$ cat src/rtl/router_ingress_fifo_if.sv
// Ingress handshake and router-facing bundle for router_ingress_fifo.
// master = upstream/router side, slave = the FIFO itself.
interface router_ingress_fifo_if #(
  parameter int DATA_WIDTH = 32,
  parameter int DEPTH      = 8
);
  localparam int CNT_W = $clog2(DEPTH) + 1;

  logic                  in_valid;
  logic                  in_ready;
  logic [DATA_WIDTH-1:0] in_data;
  logic [1:0]            in_addr;
  logic [3:0]            port_busy;
  logic [DATA_WIDTH-1:0] din;
  logic                  din_en;
  logic [1:0]            addr;
  logic [CNT_W-1:0]      count;
  logic                  hol_block;

  modport master (
    output in_valid, in_data, in_addr, port_busy,
    input  in_ready, din, din_en, addr, count, hol_block
  );

  modport slave (
    input  in_valid, in_data, in_addr, port_busy,
    output in_ready, din, din_en, addr, count, hol_block
  );
endinterface

$ cat src/rtl/router_ingress_fifo.sv
// In-order ingress FIFO feeding a 4-port router; the head entry is issued
// only when its destination port is not busy, blocking everything behind it.
module router_ingress_fifo #(
  parameter int DATA_WIDTH = 32,
  parameter int DEPTH      = 8
) (
  input logic                 clk,
  input logic                 rst,
  router_ingress_fifo_if.slave bus
);
  localparam int PTR_W = $clog2(DEPTH);
  localparam int CNT_W = PTR_W + 1;
  localparam logic [CNT_W-1:0] FULL_CNT = CNT_W'(DEPTH);

  logic [DATA_WIDTH+1:0] mem [DEPTH];
  logic [PTR_W-1:0]      wr_ptr;
  logic [PTR_W-1:0]      rd_ptr;
  logic [CNT_W-1:0]      count_q;
  logic [DATA_WIDTH-1:0] din_q;
  logic [1:0]            addr_q;
  logic                  din_en_q;

  logic [DATA_WIDTH+1:0] head;
  logic [1:0]            head_addr;
  logic                  head_busy;
  logic                  not_empty;
  logic                  in_ready;
  logic                  push;
  logic                  pop;

  assign head      = mem[rd_ptr];
  assign head_addr = head[DATA_WIDTH+1:DATA_WIDTH];
  assign not_empty = (count_q != '0);
  assign head_busy = bus.port_busy[head_addr];
  // in_ready comes from the registered count only, so a full FIFO never
  // accepts in the same cycle it pops.
  assign in_ready  = (count_q < FULL_CNT);
  assign push      = bus.in_valid && in_ready;
  assign pop       = not_empty && !head_busy;

  // Storage is not reset; entries are only ever read behind a valid count.
  always_ff @(posedge clk) begin
    if (push && !rst) begin
      mem[wr_ptr] <= {bus.in_addr, bus.in_data};
    end
  end

  always_ff @(posedge clk) begin
    if (rst) begin
      wr_ptr   <= '0;
      rd_ptr   <= '0;
      count_q  <= '0;
      din_en_q <= 1'b0;
      din_q    <= '0;
      addr_q   <= '0;
    end else begin
      if (push) begin
        wr_ptr <= wr_ptr + 1'b1;
      end
      if (pop) begin
        rd_ptr <= rd_ptr + 1'b1;
      end
      case ({push, pop})
        2'b10:   count_q <= count_q + 1'b1;
        2'b01:   count_q <= count_q - 1'b1;
        default: count_q <= count_q;
      endcase
      din_en_q <= pop;
      din_q    <= pop ? head[DATA_WIDTH-1:0] : '0;
      addr_q   <= pop ? head_addr : 2'd0;
    end
  end

  assign bus.in_ready  = in_ready;
  assign bus.din       = din_q;
  assign bus.din_en    = din_en_q;
  assign bus.addr      = addr_q;
  assign bus.count     = count_q;
  assign bus.hol_block = not_empty && head_busy;
endmodule

$ cat src/flat_wrapper.sv
// flat-port wrapper written by rule: the top's interface ports become plain ports
module router_ingress_fifo_flat 
#(
  parameter int DATA_WIDTH = 32,
  parameter int DEPTH      = 8
)
  (clk, rst, bus_in_valid, bus_in_data, bus_in_addr, bus_port_busy, bus_in_ready, bus_din, bus_din_en, bus_addr, bus_count, bus_hol_block);
  router_ingress_fifo_if #(.DATA_WIDTH(DATA_WIDTH), .DEPTH(DEPTH)) bus_i ();
  input logic clk;
  input logic rst;
  input wire logic [$bits(bus_i.in_valid)-1:0] bus_in_valid;
  input wire logic [$bits(bus_i.in_data)-1:0] bus_in_data;
  input wire logic [$bits(bus_i.in_addr)-1:0] bus_in_addr;
  input wire logic [$bits(bus_i.port_busy)-1:0] bus_port_busy;
  output wire logic [$bits(bus_i.in_ready)-1:0] bus_in_ready;
  output wire logic [$bits(bus_i.din)-1:0] bus_din;
  output wire logic [$bits(bus_i.din_en)-1:0] bus_din_en;
  output wire logic [$bits(bus_i.addr)-1:0] bus_addr;
  output wire logic [$bits(bus_i.count)-1:0] bus_count;
  output wire logic [$bits(bus_i.hol_block)-1:0] bus_hol_block;
  assign bus_i.in_valid = bus_in_valid;
  assign bus_i.in_data = bus_in_data;
  assign bus_i.in_addr = bus_in_addr;
  assign bus_i.port_busy = bus_port_busy;
  assign bus_in_ready = bus_i.in_ready;
  assign bus_din = bus_i.din;
  assign bus_din_en = bus_i.din_en;
  assign bus_addr = bus_i.addr;
  assign bus_count = bus_i.count;
  assign bus_hol_block = bus_i.hol_block;
  router_ingress_fifo #(.DATA_WIDTH(DATA_WIDTH), .DEPTH(DEPTH)) u_core (.clk(clk), .rst(rst), .bus(bus_i));
endmodule
$ cat config.mk
export PLATFORM = sky130hd
export DESIGN_NAME = router_ingress_fifo_flat
export DESIGN_NICKNAME = d
export VERILOG_FILES = /design/src/rtl/router_ingress_fifo_if.sv /design/src/rtl/router_ingress_fifo.sv /design/src/flat_wrapper.sv
export SDC_FILE = /design/constraint.sdc
export NUM_CORES = 1
export LEC_CHECK = 0
export CORE_ASPECT_RATIO = 1.4
export CORE_MARGIN = 5
export CORE_UTILIZATION = 55
export DETAILED_ROUTE_END_ITERATION = 7
export GPL_ROUTABILITY_DRIVEN = 0
export GPL_TIMING_DRIVEN = 0
export PLACE_DENSITY_LB_ADDON = 0.08
export SLEW_MARGIN = 20
export SYNTH_ARGS = -nofsm -noshare
export SYNTH_HDL_FRONTEND = slang
export SYNTH_SLANG_ARGS = --single-unit
$ cat constraint.sdc
create_clock -name clk -period 11.27 [get_ports clk]
set_input_delay 1.127 -clock clk [delete_from_list [all_inputs] [get_ports clk]]
set_output_delay 1.127 -clock clk [all_outputs]
set_load 0.005 [all_outputs]
==> impl_metrics.toml <==
[clocking]
cts_repair_resize_count = 0
post-cts-setup-buffer-count = 0
h-tree-depth = 1
tritoncts = "built"
path_clk_slew_ns = 0.07
clock_sinks = 320
ctsRootBufferMaster = "clkbuf_16"
cts_made_buffers = 28
cts-hold-fix-buffers = 0
cts_buffer_depth = 3
clock_latency_ns = 0.54

[routing]
avgViaCountPerCell = 5.784
wirelength_mm = 23.83
ant_nets = 0
drc_errors = 0
dr_total_vias = 5778
drt-wirelength-per-cell_um = 23.85
drt_iter0_markers = 355
dr.pass1.iters = 4

[timing]
rsz0062_at_grt = "false"
final_hold_viol_count = 0
final.setup.tns_ns = 0
clock.fmax_mhz = 237.0
fin_crit_sh_pct = 37.44
fin_worst_skew_ns = 0.008619
slew_headroom_pct = 37.83
finalMaxSlewViolations = 0
period_needed_ns = 4.220
finalHoldWorstSlack_ns = 0.5239
setup_violations = 0
worst_pin_slew_ns = 0.9326

[pwr]
p_leak_nw = 4.660
irDropWorstVdd_mv = 0.1790
fin_total_pwr_mw = 3.109
power.density_mw_per_mm2 = 213.7

[placement]
dp_hpwl_mm = 16.05
port_buffers = 81
dp.cells = 947

[final_layout]
utilization_pct = 67.29
areaGrowthSynthToFinish_pct = 21.47
final_common_cell = "edfxtp_1"
fillers = 1414
drive_above_1_share_pct = 29.25
final_cell_mix = "edfxtp_1 (272), clkdlybuf4s50_1 (81), mux4_2 (67), dfxtp_1 (48), mux2i_1 (40)"
n_antenna_cell = 0
fin_nets = 759
final_cells = 999

[global_route]
grt_pass1_wl_mm = 36.42
grt_util_all_layers_pct = 19.48
grt_pass1_vias = 6092
grt_start_max_net_pins = 21
antenna_found_initial = 0
grt-ovfl-total = 0

[min_path]
hp-class = "flip-flop to flip-flop"
min-delay-start = "u_core.bus.count[3]"
worstHoldPathCells = 2

[synthesis]
synth_nets = 604
synthMuxAreaShare_pct = 16.57
yosys.area_share.simple_pct = 4.273
yosysWarnings = 0
synth_top_family_by_area = "multiplexers"
synth_area_per_cell_um2 = 21.46
mappedNetlistArea_mm2 = 0.01198
async_flop_share_pct = 0
ys_ff_latch = 320
synth-compound-area-share_pct = 0.7313
seq_area_frac_synth_pct = 76.22
syn_inst = 558
synth_edf_count = 272
synth_cell_type_count = 34
synthAdderAreaFrac_pct = 0.5224
synth-main-ff-cell = "edfxtp_1"
synthXorXnorAreaFrac_pct = 0.3656

[floorplanning]
die_h_um = 184.6
placementRows = 64
ioPinCount = 82
core_area_mm2 = 0.02162
die_w_um = 134.7
start_util_pct = 55.39
die_area_mm2 = 0.02487

[setup_path]
critical_path_class = "flip-flop to output port"
start_kind = "flip-flop"
cp.arrival_ns = 3.09
max_stage_delay_ns = 0.56
cp_cell_sequence = "buf_6 -> mux4_2 -> mux2i_1 -> mux2_4 -> and2_1 -> clkdlybuf4s50_1"
crit_cells = 6
cp_max_fo = 8
crit_family = "multiplexers"
r2r_cells = 12
cp-end-kind = "output port"
crit_slowest_cell = "mux2i_1"
crit_required_ns = 10.14
critPathBufInv = 2

[job]
max_cap_violations = 0

[outcome]
status = "finished clean"
[logic make-up after synthesis]
family | count (synthesis)
adders and majority gates | 5
muxes | 113
xor gates and xnor gates | 5
and+or+nand+nor | 70
DFF | 320
buffers and inverters | 32
AOI/OAI and AO/OA | 13
[state kept, by name, summed over array words and instances (netlist names), named ones only]
| signal | cells |
|---|---|
| u_core.bus.addr | 2 |
| u_core.bus.count | 4 |
| u_core.bus.din | 32 |
| u_core.bus.din_en | 1 |
| u_core.mem | 272 |
| u_core.rd_ptr | 3 |
| u_core.wr_ptr | 3 |
[cell usage after synthesis (all sizes together) (4+ instances only)]
cell type	n	share of area [%]
a21oi	4	0.17
nor2	10	0.31
mux4	67	13
nand2	4	0.13
ha	5	0.52
nor3	36	2.7
edfxtp	272	68
clkbuf	20	0.63
mux2i	40	3.3
nor2b	4	0.21
dfxtp	48	8.0
nand2b	5	0.26
mux2	6	0.63
xor2	4	0.29
buf	10	0.63
[metrics by stage]
stage	worst slack (ns)	instance area, µm²
floorplan	5.572	11980
global placement	0.9752	13120
detailed placement	7.298	13470
CTS	7.010	14550
global route	6.896	14550
finish	7.050	14550
[power breakdown]
part	switching (mW)	internal [mW]
logic	0.327	0.311
clock network	0.418	0.672
registers	0.0274	1.35
[worst paths after layout]
check | slack, ns | to
max | 7.05 | bus_hol_block
min | 0.52 | u_core.bus.count[3]
max reg2reg | 7.86 | u_core.bus.count[2]
min reg2reg | 0.52 | u_core.bus.count[3]
[final cells by class]
cell class                 count  area, µm²  share of cell area, %
buffer                        30      150.1                  1.032
clock buffer                  33      770.7                  5.298
clock inverter                19      305.3                  2.099
inverter                       2      7.507                0.05160
multi-input combinational    206       2740                  18.84
sequential                   320       9129                  62.75
tap                          264      330.3                  2.271
timing repair buffer         125       1115                  7.663
[routing by layer]
metal | up-vias | track usage [%] | wire length, µm
met3 | 22 | 2.703 | 1311
met5 | - | 0 | 0
met2 | 164 | 33.56 | 12530
met1 | 3009 | 26.96 | 9654
li1 | 2583 | - | -
met4 | 0 | 4.075 | 335
[worst reg2reg max path, stage by stage, from the launching register on]
cell and delay [ns]:
dfxtp_1 0.32, buf_6 0.14, mux4_2 0.49, mux2i_1 0.56, nand2_1 0.15, o22ai_2 0.29, ha_1 0.36, xor2_1 0.19
ha_1 0.17, a21oi_1 0.05, xor2_1 0.16, or3_1 0.32, a21oi_1 0.14
Note: power is estimated with default switching activity, not from simulation.
==> variant 1: new RTL, same settings <==
Take the reset off `din_q` and load it in a clocked block of its own.
--- a/src/rtl/router_ingress_fifo.sv
+++ b/src/rtl/router_ingress_fifo.sv
@@ -51,7 +51,6 @@
       rd_ptr   <= '0;
       count_q  <= '0;
       din_en_q <= 1'b0;
-      din_q    <= '0;
       addr_q   <= '0;
     end else begin
       if (push) begin
@@ -66,9 +65,12 @@
         default: count_q <= count_q;
       endcase
       din_en_q <= pop;
-      din_q    <= pop ? head[DATA_WIDTH-1:0] : '0;
       addr_q   <= pop ? head_addr : 2'd0;
     end
+  end
+
+  always_ff @(posedge clk) begin
+    din_q <= pop ? head[DATA_WIDTH-1:0] : '0;
   end
 
   assign bus.in_ready  = in_ready;
Behaviour: differs if rst is asserted again (counterexample within 4 cycles, from zero or initial values and one cycle with rst high); with rst held inactive, the same outputs for 4 cycles.
==> variant 1 against the original RTL <==
Worst setup slack improved by 0.29 ns. Synthesized area is 2.2% lower. Count of clock-buffer cells in the layout is 10 higher. Routed wire length decreased by 3.0%. Power shrank 5.0%. Maximum frequency grew 7.3%. Sequential cell count unchanged. First-iteration DRC count decreased by 1.7%. Final area decreased by 2.8%.
==> variant 1: results (changes against the original RTL) <==
N_diodes - 0 (unchanged)
Register-to-register setup slack - 7.47 ns (was 7.86 ns)
Syn Nets - 596 (was 604)
Pre-Repair DR Iteration Count - 5 (was 4)
Leak - 4.580 nW (was 4.660 nW)
Fin crit period - 3.933 ns (was 4.220 ns)
Gate count after technology mapping - 550 (was 558)
Crit-path max cell delay - 0.62 ns (was 0.56 ns)
Layout Nets - 751 (was 759)
Total clock buffers created by CTS - 29 (was 28)
Worst vdd ir - 0.0001503 V (was 0.0001790 V)
Mux contribution to synthesized area - 0.1637 (was 0.1657)
Pre-CTS WS - 7.259 ns (was 7.298 ns)
Filler cell count in the final layout - 1406 (was 1414)
DR vias - 5653 (was 5778)
CP arrival - 2.81 ns (was 3.09 ns)
DRT iter0 DRCs - 349 (was 355)
First-pass GRT wire length - 36110 µm (was 36420 µm)
DR vias/cell - 5.722 (was 5.784)
Area post-placement - 13250 µm² (was 13470 µm²)
Synth Area in Compound Gates - 0.008015 (was 0.007313)
Commonest cells post-synth - 272 x edfxtp_1, 67 x mux4_2, 48 x dfxtp_1, 42 x nor2_1, 38 x mux2i_1 (was 272 x edfxtp_1, 67 x mux4_2, 48 x dfxtp_1, 40 x mux2i_1, 29 x nor3_2)
Synth Area in Adders - 0.005344 (was 0.005224)
Relative slew slack - 0.3528 (was 0.3783)
Largest net degree at the start of global routing - 16 (was 21)
Synth Area in XOR/XNOR - 0.003741 (was 0.003656)
Share of cells above drive strength 1 - 0.2363 (was 0.2925)
Global Route met3 Usage - 0.02785 (was 0.02703)
Post-synthesis sequential area ratio - 0.7797 (was 0.7622)
Slowest CP cell - mux4_2 (was mux2i_1)
Cell Count Post-Placement - 934 (was 947)
Final Skew - 0.009940 ns (was 0.008619 ns)
GR met1 Demand/Resource - 0.2521 (was 0.2696)
Total Routed Length - 23110 µm (was 23830 µm)
Final HPWL DP - 15570 µm (was 16050 µm)
Initial antenna violation count - 0 (unchanged)
Met3 WL - 853 µm (was 1311 µm)
Via count of the first global-routing pass - 6254 (was 6092)
Routed metal-1 wire length - 9450 µm (was 9654 µm)
GR Util met2 - 0.3487 (was 0.3356)
GR Util All Layers - 0.1952 (was 0.1948)
Min Hold Slack - 0.5113 ns (was 0.5239 ns)
WL met2 - 12300 µm (was 12530 µm)
Run status - finished, final reports clean (unchanged)
Largest cells by area after synthesis - edfxtp_1 70%, mux4_2 13%, dfxtp_1 8.2% (was edfxtp_1 68%, mux4_2 13%, dfxtp_1 8.0%)
## variant 1: cell type report
| cell class | instances | share of cell area |
|---|---|---|
| well taps | 260 | 0.02300 |
| clock inverters | 11 | 0.005484 |
| clock buffers | 43 | 0.05785 |
| repair buffers | 124 | 0.08244 |
| flip-flops and latches | 320 | 0.6454 |
| multi-input cells | 201 | 0.1758 |
| plain buffers | 25 | 0.009023 |
| inverters | 4 | 0.001061 |
## variant 1: worst paths after layout
kind	cells past startpoint	startpoint	endpoint
max	6	flop	bus_hol_block
min reg2reg	2	u_core.wr_ptr[0]$_SDFFE_PP0P_	u_core.wr_ptr[0]$_SDFFE_PP0P_
min	2	u_core.wr_ptr[0]$_SDFFE_PP0P_	u_core.wr_ptr[0]$_SDFFE_PP0P_
max reg2reg	15	flop	u_core.bus.count[2]$_SDFFE_PP0P_
## variant 1: report_power, final
group	internal, mW	leakage (nW)	switching [mW]	total (mW)
clock	0.524	0.440	0.405	0.929
combinational	0.333	1.29	0.290	0.623
sequential	1.37	2.85	0.0323	1.40
==> variant 2: new RTL, same flow settings <==
Without the edit above. `DATA_WIDTH` is set to 32 in 3 places; all go to 64.
--- a/src/rtl/router_ingress_fifo_if.sv
+++ b/src/rtl/router_ingress_fifo_if.sv
@@ -1,7 +1,7 @@
 // Ingress handshake and router-facing bundle for router_ingress_fifo.
 // master = upstream/router side, slave = the FIFO itself.
 interface router_ingress_fifo_if #(
-  parameter int DATA_WIDTH = 32,
+  parameter int DATA_WIDTH = 64,
   parameter int DEPTH      = 8
 );
   localparam int CNT_W = $clog2(DEPTH) + 1;
--- a/src/rtl/router_ingress_fifo.sv
+++ b/src/rtl/router_ingress_fifo.sv
@@ -1,7 +1,7 @@
 // In-order ingress FIFO feeding a 4-port router; the head entry is issued
 // only when its destination port is not busy, blocking everything behind it.
 module router_ingress_fifo #(
-  parameter int DATA_WIDTH = 32,
+  parameter int DATA_WIDTH = 64,
   parameter int DEPTH      = 8
 ) (
   input logic                 clk,
--- a/src/flat_wrapper.sv
+++ b/src/flat_wrapper.sv
@@ -1,7 +1,7 @@
 // flat-port wrapper written by rule: the top's interface ports become plain ports
 module router_ingress_fifo_flat 
 #(
-  parameter int DATA_WIDTH = 32,
+  parameter int DATA_WIDTH = 64,
   parameter int DEPTH      = 8
 )
   (clk, rst, bus_in_valid, bus_in_data, bus_in_addr, bus_port_busy, bus_in_ready, bus_din, bus_din_en, bus_addr, bus_count, bus_hol_block);
Interface: changed (resized bus_din and bus_in_data); port bits go from 82 to 146. No check against the original RTL was run, so the function may have changed too.
==> variant 2 against the original RTL <==
Sequential share of layout area increased by 1.9 points. Power grew 76%. Critical path depth rose by 1. Count of clock-buffer cells in the layout rose by 46. Routed wire length up 91%. Critical path type unchanged. Sequential cell count is 288 higher. Final area up 86%. Sequential power up 89%. Synthesized area rose by 87%. Combinational power grew 72%. Largest cell class unchanged. Critical endpoint unchanged. Worst setup slack got worse by 0.35 ns.
==> variant 2: results (changes against the original RTL) <==
Area post-placement - 25270 µm² (was 13470 µm²)
Pre-CTS WS - 7.039 ns (was 7.298 ns)
Relative slew slack - 0.3217 (was 0.3783)
Synth cell types - 31 (was 34)
Largest net degree at the start of global routing - 20 (was 21)
Final Skew - 0.01311 ns (was 0.008619 ns)
First-pass GRT wire length - 70010 µm (was 36420 µm)
Worst vdd ir - 0.0001485 V (was 0.0001790 V)
Commonest cells post-synth - 528 x edfxtp_1, 131 x mux4_2, 80 x dfxtp_1, 71 x mux2i_1, 39 x nor3_2 (was 272 x edfxtp_1, 67 x mux4_2, 48 x dfxtp_1, 40 x mux2i_1, 29 x nor3_2)
Layout Nets - 1320 (was 759)
Clk_lat worst skew - 0.58 ns (was 0.54 ns)
Gate count after technology mapping - 999 (was 558)
Share of cells above drive strength 1 - 0.2517 (was 0.2925)
Number of flip-flops in the largest register - 528 (was 272)
Total Routed Length - 45550 µm (was 23830 µm)
DRT iter0 DRCs - 771 (was 355)
Cell Count Post-Placement - 1721 (was 947)
Post-synthesis sequential area ratio - 0.7808 (was 0.7622)
Critical path fanouts, max - 10 (was 8)
Pre-Repair DR Iteration Count - 5 (was 4)
Initial antenna violation count - 5 (was 0)
Number of flops mapped to enable cells by yosys - 528 (was 272)
Largest cells by area after synthesis - edfxtp_1 71%, mux4_2 13%, dfxtp_1 7.2% (was edfxtp_1 68%, mux4_2 13%, dfxtp_1 8.0%)
DR vias/cell - 5.800 (was 5.784)
Non-Filler Instances - 1823 (was 999)
Final instance area - 26990 µm² (was 14550 µm²)
Maximum operating frequency - 0.2188 GHz (was 0.2370 GHz)
Run status - finished, final reports clean (unchanged)
Total clock buffers created by CTS - 53 (was 28)
CP arrival - 3.44 ns (was 3.09 ns)
Leak - 8.362 nW (was 4.660 nW)
NetSw - 1.368 mW (was 772.2 µW)
Register-to-register setup slack - 7.54 ns (was 7.86 ns)
Via count of the first global-routing pass - 11287 (was 6092)
# H-tree levels - 2 (was 1)
## variant 2: changes by cell type in the layout (fill, tap and decap cells not counted), moves of 27 or more
cell,unedited run,this run
clkbuf_16,29,56
mux2i_1,40,71
edfxtp_1,272,528
clkdlybuf4s50_1,81,145
dfxtp_1,48,80
mux4_2,67,131
## variant 2: power by group through the flow
| stage | Sequential (mW) | Clock [mW] | Combinational (mW) |
|---|---|---|---|
| finish | 2.61 | 1.77 | 1.10 |
| global route | 2.62 | 1.90 | 1.20 |
| CTS | 2.61 | 1.81 | 1.13 |
| detailed placement | 2.65 | 0 | 1.12 |
| global placement | 2.67 | 0 | 1.09 |
| floorplan | 2.66 | 0 | 0.701 |
## variant 2: area by class of cell
class | count | area, µm²
buffer | 52 | 256.5
inverter | 2 | 7.507
clock inverter | 21 | 150.1
clock buffer | 79 | 1568
sequential | 608 | 17460
tap | 534 | 668.1
timing repair buffer | 188 | 2185
fill | 2620 | 13290
multi-input combinational | 337 | 4693
antenna | 2 | 5.005
## variant 2: logic make-up (layout without fill, tap and decap cells)
family / count (synthesis) / in the layout / synth area share
simple gates: 105 / 105 / 0.03207
fa+ha+maj: 5 / 5 / 0.002798
xor+xnor: 5 / 5 / 0.001959
buf+inv: 54 / 342 / 0.01175
flops: 608 / 608 / 0.7808
other cells: 0 / 2 / 0
compound gates: 14 / 14 / 0.003861
mux: 208 / 208 / 0.1668
## variant 2: path summary, 6_finish.rpt
kind,from,end,cells after the start
max reg2reg,flop,u_core.bus.count[2]$_SDFFE_PP0P_,12
min reg2reg,u_core.rd_ptr[1]$_SDFFE_PP0N_,flop,2
min,u_core.rd_ptr[1]$_SDFFE_PP0N_,flop,2
max,flop,bus_hol_block,7
## variant 2: critical path, stage by stage, from the launching register on
cell and delay (ns):
dfxtp_1 0.33, buf_6 0.14, mux4_2 0.50, mux2i_1 0.61, mux2_2 0.46, buf_6 0.18
and2_1 0.19, clkdlybuf4s50_1 0.44
## variant 2: through the flow
| step | total power, mW | utilization | hold slack, ns |
|---|---|---|---|
| finish | 5.474 | 0.6701 | 0.5057 |
| global route | 5.710 | 0.6701 | 0.5518 |
| CTS | 5.540 | 0.6700 | 0.5071 |
| detailed placement | 3.777 | 0.6273 | 0.4946 |
| global placement | 3.757 | 0.6077 | 0.4896 |
| floorplan | 3.363 | - | 0.4671 |
## variant 2: layer usage
metal / share of wire / global-route usage
met1: 0.41 / 0.2776
met2: 0.53 / 0.3532
met3: 0.046 / 0.03406
met4: 0.017 / 0.05102
met5: 0.0010 / 0
